### src/rtl/vga_fetch_sched.sv
// Fetch scheduler for the 2-bpp ping-pong pixel decoder.
// Issues one BRAM word read per 16 displayed pixels from the VGA counters,
// pulses the decoder back-buffer load, swaps front/back on word boundaries
// and grants every spare RAM cycle to the spectrum writer.
module vga_fetch_sched #(
  parameter int WIDTH    = 32,
  parameter int ADDR_W   = 15,
  parameter int H_ACTIVE = 640,
  parameter int H_TOTAL  = 800,
  parameter int V_ACTIVE = 480,
  parameter int V_TOTAL  = 525,
  parameter int PRE_H    = 796
) (
  input  logic              clk,
  input  logic              reset,
  input  logic [9:0]        hcount,
  input  logic [9:0]        vcount,
  output logic [ADDR_W-1:0] mem_addr,
  output logic              mem_we,
  output logic [WIDTH-1:0]  mem_wdata,
  output logic              buf_load,
  output logic              buf_sel,
  output logic [3:0]        pix_idx,
  input  logic              wr_req,
  input  logic [ADDR_W-1:0] wr_addr,
  input  logic [WIDTH-1:0]  wr_data,
  output logic              wr_ack
);

  localparam int WPL = H_ACTIVE / 16;

  typedef enum logic [1:0] {IDLE, PRE, ACTIVE} state_t;

  state_t            state_q;
  logic              buf_load_q;
  logic              buf_sel_q;
  logic [ADDR_W-1:0] cur_base_q;   // base of the line being streamed
  logic [ADDR_W-1:0] nb_q;         // base of next_line, tracked incrementally
  logic [9:0]        tl_q;         // line number nb_q currently corresponds to

  logic [9:0]        next_line;
  logic              prefetch;
  logic              line_run;
  logic              inline_fetch;
  logic              fetch;
  logic              grant;
  logic              swap;
  logic [ADDR_W-1:0] fetch_addr;

  // Decode fetch slots, buffer swaps and writer grant from the timing counters
  always_comb begin
    next_line    = (vcount == 10'(V_TOTAL - 1)) ? '0 : vcount + 10'd1;
    prefetch     = (hcount == 10'(PRE_H)) && (next_line < 10'(V_ACTIVE));
    line_run     = (state_q == ACTIVE) || ((state_q == PRE) && (hcount == '0));
    inline_fetch = line_run && (vcount < 10'(V_ACTIVE)) &&
                   (hcount < 10'(H_ACTIVE - 16)) && (hcount[3:0] == 4'd0);
    fetch        = !reset && (prefetch || inline_fetch);
    grant        = !reset && !fetch && wr_req;
    swap         = ((state_q == PRE) && (hcount == 10'(H_TOTAL - 1))) ||
                   ((state_q == ACTIVE) && (hcount[3:0] == 4'hF) &&
                    (hcount < 10'(H_ACTIVE - 16)));
    fetch_addr   = prefetch ? nb_q
                            : cur_base_q + ADDR_W'(hcount[9:4]) + ADDR_W'(1);
  end

  // Drive the single BRAM port: fetch first, otherwise the writer
  always_comb begin
    mem_addr  = '0;
    mem_we    = 1'b0;
    mem_wdata = '0;
    wr_ack    = 1'b0;
    if (fetch) begin
      mem_addr = fetch_addr;
    end else if (grant) begin
      mem_addr  = wr_addr;
      mem_we    = 1'b1;
      mem_wdata = wr_data;
      wr_ack    = 1'b1;
    end
    pix_idx = reset ? '0 : hcount[3:0];
  end

  assign buf_load = buf_load_q;
  assign buf_sel  = buf_sel_q;

  // Line-fetch FSM with registered decoder strobes; a prefetch (re)arms the
  // line from any state so a mid-line reset resumes cleanly at the next line
  always_ff @(posedge clk) begin
    if (reset) begin
      state_q    <= IDLE;
      buf_load_q <= 1'b0;
      buf_sel_q  <= 1'b0;
      cur_base_q <= '0;
    end else begin
      buf_load_q <= fetch;
      if (swap) buf_sel_q <= ~buf_sel_q;
      if (prefetch) begin
        state_q    <= PRE;
        cur_base_q <= nb_q;
      end else begin
        case (state_q)
          PRE:     if ((hcount == '0) && (vcount < 10'(V_ACTIVE))) state_q <= ACTIVE;
          ACTIVE:  if (hcount == 10'(H_ACTIVE)) state_q <= IDLE;
          default: state_q <= IDLE;
        endcase
      end
    end
  end

  // next_line * WPL without a multiplier: step one line per cycle towards
  // next_line and restart from 0 on frame wrap, so the base re-converges
  // within a line after reset
  always_ff @(posedge clk) begin
    if (reset) begin
      tl_q <= '0;
      nb_q <= '0;
    end else if ((next_line == '0) || (next_line < tl_q)) begin
      tl_q <= '0;
      nb_q <= '0;
    end else if ((tl_q < next_line) && (tl_q < 10'(V_ACTIVE))) begin
      tl_q <= tl_q + 10'd1;
      nb_q <= nb_q + ADDR_W'(WPL);
    end
  end

endmodule

### config.mk
export PLATFORM = sky130hd
export DESIGN_NAME = vga_fetch_sched
export DESIGN_NICKNAME = d
export VERILOG_FILES = /design/src/rtl/vga_fetch_sched.sv
export SDC_FILE = /design/constraint.sdc
export NUM_CORES = 1
export LEC_CHECK = 0
export CELL_PAD_IN_SITES_DETAIL_PLACEMENT = 0
export CELL_PAD_IN_SITES_GLOBAL_PLACEMENT = 2
export CORE_ASPECT_RATIO = 2
export CORE_MARGIN = 3
export CORE_UTILIZATION = 25
export DETAILED_ROUTE_END_ITERATION = 16
export MAX_ROUTING_LAYER = met4
export PLACE_DENSITY_LB_ADDON = 0.2
export SLEW_MARGIN = 20
export SYNTH_ARGS = -nofsm -noshare
export SYNTH_HDL_FRONTEND = slang
export SYNTH_SLANG_ARGS = --single-unit
### constraint.sdc
create_clock -name clk -period 5.55 [get_ports clk]
set_clock_uncertainty 0.15 [all_clocks]
set_input_delay 1.3875 -clock clk [delete_from_list [all_inputs] [get_ports clk]]
set_output_delay 1.3875 -clock clk [all_outputs]
set_load 0.01 [all_outputs]
==> metrics <==
First DRT Iteration DRCs=approximately 110; Final Hold Vio Count=0; final HPWL from detailed placement=10090 um; final hold slack=0.3130 ns; number of synthesized flops with an enable pin=0; Crit Path Class=input pin to output pin; Die X=89.44 um; Sink Count=38; peak supply drop=0.1488 mV; wire per inst=about 16 um; final setup fails=0; switching power=219.1 uW; Final nets=about 700; H-tree levels=2; Die Area=about 0.015 mm2; Tmin final=approximately 5.5 ns; Worst Path Required=approximately 4.0 ns; status=finished, final reports clean; post-route cell area=~0.0054 mm2; pre-CTS setup slack=-0.4298 ns; Crit. End Element=output pin; Synth area leaders=dfxtp_1 22%, ha_1 7.2%, and3_1 7.0%, a21oi_2 5.3%, nand2_1 5.2%; synthesized netlist net count=537; Setup crit start kind=input pin; Routed WL=12650 um; largest net degree at the start of global routing=between 40 and 50; sequential power share=about 33%; synthesized flop and latch total=38; Post-Syn Area=about 0.0035 mm2; CP Max Fanout=10; fin. max-slew vios=0; commonest cells in the netlist=48 x nand2_1, 39 x and3_1, 38 x dfxtp_1, 32 x nor2_1, 24 x a21oi_1; sw frac=roughly 25%; Initial Util=between 20% and 30%; Clock Tree Root=clkbuf_16; Die Ht=172.9 um; RSZ-0062 raised after global routing=false; Routed Antenna Nets=0; fin worst setup slack=0.07563 ns; area share of the largest cell type after synthesis=between 20% and 30%; Hold WC Path Type=register to register; CTS tree=yes; DR DRC count=0; Overall Global Routing Usage=around 16%; core area=0.01351 mm2; Skew-Pair Late Insertion Delay=approximately 0.28 ns; ANT cells=0; fmax=between 150 and 200 MHz; register area share after synthesis=about 22%; Worst EP arrival=3.94 ns; share of cells above drive strength 1=about a quarter; vias per inst=about 5.0; Layout Utilization=approximately two fifths; DR vias=between 3000 and 4000; Placement Cell Area=between 0.005 and 0.006 mm2; PD cells=160.2 mW/mm2; vias in the first global route=~3700; leakage dissipation=between 2 and 2.5 nW; first-pass GRT wire length=~19000 um; launch point of the worst path=vcount[1]; area delta synth->final=55.57%; Synth area leader=dfxtp_1; filler cell count=roughly 1400; io pins=roughly 130; Inserted Clock Buffers=5; GR Overflow Total=0; GPL Wtd Cong=0.8965; Most used DFF post-synth=dfxtp_1; Clock Power Share=a little over two fifths; final worst-path cycle share=a little over nine tenths; R2R cell count=8; Mean Syn Cell Area=7.787 um2; Yosys Warn Count=0; hold buffer count at cts=0; worst reg-to-reg setup slack=a little under 3 ns; Worst setup endpoint=mem_addr[5]; Logic pwr share=a little under a quarter; antenna violations before repair=0; worst flop-to-flop path startpoint=tl_q[5]; most frequent cell after synthesis=nand2_1; Internal=between 600 and 700 uW; first-pass detailed-route iteration total=6; Max-cap violations=0; synth unique cells=61; Post-Syn Instances=approximately 450; CTS max path bufs=2; Worst slew margin=between 50% and 60%; worst-margin pin slew=about 0.67 ns; asr flop ratio synth=0%; end of the worst register-to-register path=nb_q[8]; clock slew at reported path FFs=around 0.060 ns; IO Port Bufs=roughly 120; row cnt=60
-- layer usage --
| metal | global-route usage, % | up-vias | routed length, um |
|---|---|---|---|
| li1 | - | 1961 | - |
| met1 | 14.24 | 1775 | 4269 |
| met2 | 33.16 | 130 | 7316 |
| met3 | 1.907 | 14 | 762 |
| met4 | 5.280 | 0 | 297 |
| met5 | - | - | 0 |
-- kinds of logic after synthesis --
logic type | share of synthesized area, %
flops | 21.85
buf+inv | 7.009
fa+ha+maj | 7.189
simple gates | 32.96
mux | 1.546
xor+xnor | 6.290
compound gates | 23.15
-- cell type report --
type / count / area (um2) / share of cell area [%]
Clock buffer: 5 / 125.1 / 2.311
Tap cell: 155 / 193.9 / 3.581
Clock inverter: 3 / 68.82 / 1.271
Sequential cell: 38 / 760.7 / 14.05
Timing Repair Buffer: 190 / 1704 / 31.47
Multi-Input combinational cell: 366 / 2517 / 46.49
Inverter: 12 / 45.04 / 0.8318
-- what timing repair did --
action,in CTS,in global routing
pin swaps,5,8
resized for setup,125,15
setup endpoints to repair,49,22
gates cloned,2,0
buffers inserted,7,0
-- worst min path at each step --
stage	from	end	slack, ns	depth (start not counted)
6_report	cur_base_q[4]	cur_base_q[4]	0.31	2
2_1_floorplan	cur_base_q[4]	cur_base_q[4]	0.29	2
5_1_grt	cur_base_q[9]	cur_base_q[9]	0.34	2
3_3_place_gp	cur_base_q[4]	cur_base_q[4]	0.31	2
4_1_cts	cur_base_q[4]	cur_base_q[4]	0.31	2
3_5_place_dp	cur_base_q[4]	cur_base_q[4]	0.31	2
-- critical path, stage by stage --
cell           delay (ns)
dlygate4sd2_1        0.31
nand3_4              0.09
or4_4                0.56
mux2i_4              0.21
or4_4                0.61
bufbuf_16            0.31
nor2_1               0.11
nor3_2               0.05
dlygate4sd2_1        0.30
-- power by group through the flow --
| stage | Clock [mW] | Sequential, mW | Combinational [mW] |
|---|---|---|---|
| 3_5_place_dp | 0 | 0.295 | 0.215 |
| 2_1_floorplan | 0 | 0.290 | 0.0936 |
| 6_report | 0.377 | 0.288 | 0.203 |
| 3_3_place_gp | 0 | 0.295 | 0.214 |
| 5_1_grt | 0.397 | 0.290 | 0.222 |
| 4_1_cts | 0.390 | 0.288 | 0.207 |
-- sequential cells by signal, summed over array words and instances (netlist names) --
signal / cells
buf_load: 1
state_q: 2
nb_q: 12
buf_sel: 1
tl_q: 10
cur_base_q: 12
-- stage by stage --
stage	power, mW	TNS (ns)	instances
after floorplan	0.3838	0	447
after global placement	0.5081	-13.57	752
final	0.8678	0	769
after global routing	0.9092	0	769
after detailed placement	0.5096	-14.88	752
after CTS	0.8848	-0.006482	769
-- cells in the final DEF, fill, tap and decap left out, types with 15 or more instances in the layout --
master           instances
nand2_1                 47
a21oi_1                 24
ha_1                    20
nor2_1                  32
a21oi_2                 21
buf_2                   22
o21ai_0                 19
dlygate4sd2_1           25
nand3_1                 15
and3_1                  38
clkdlybuf4s50_1         66
dfxtp_1                 38
buf_4                   58
(Power assumes the default switching activity.)
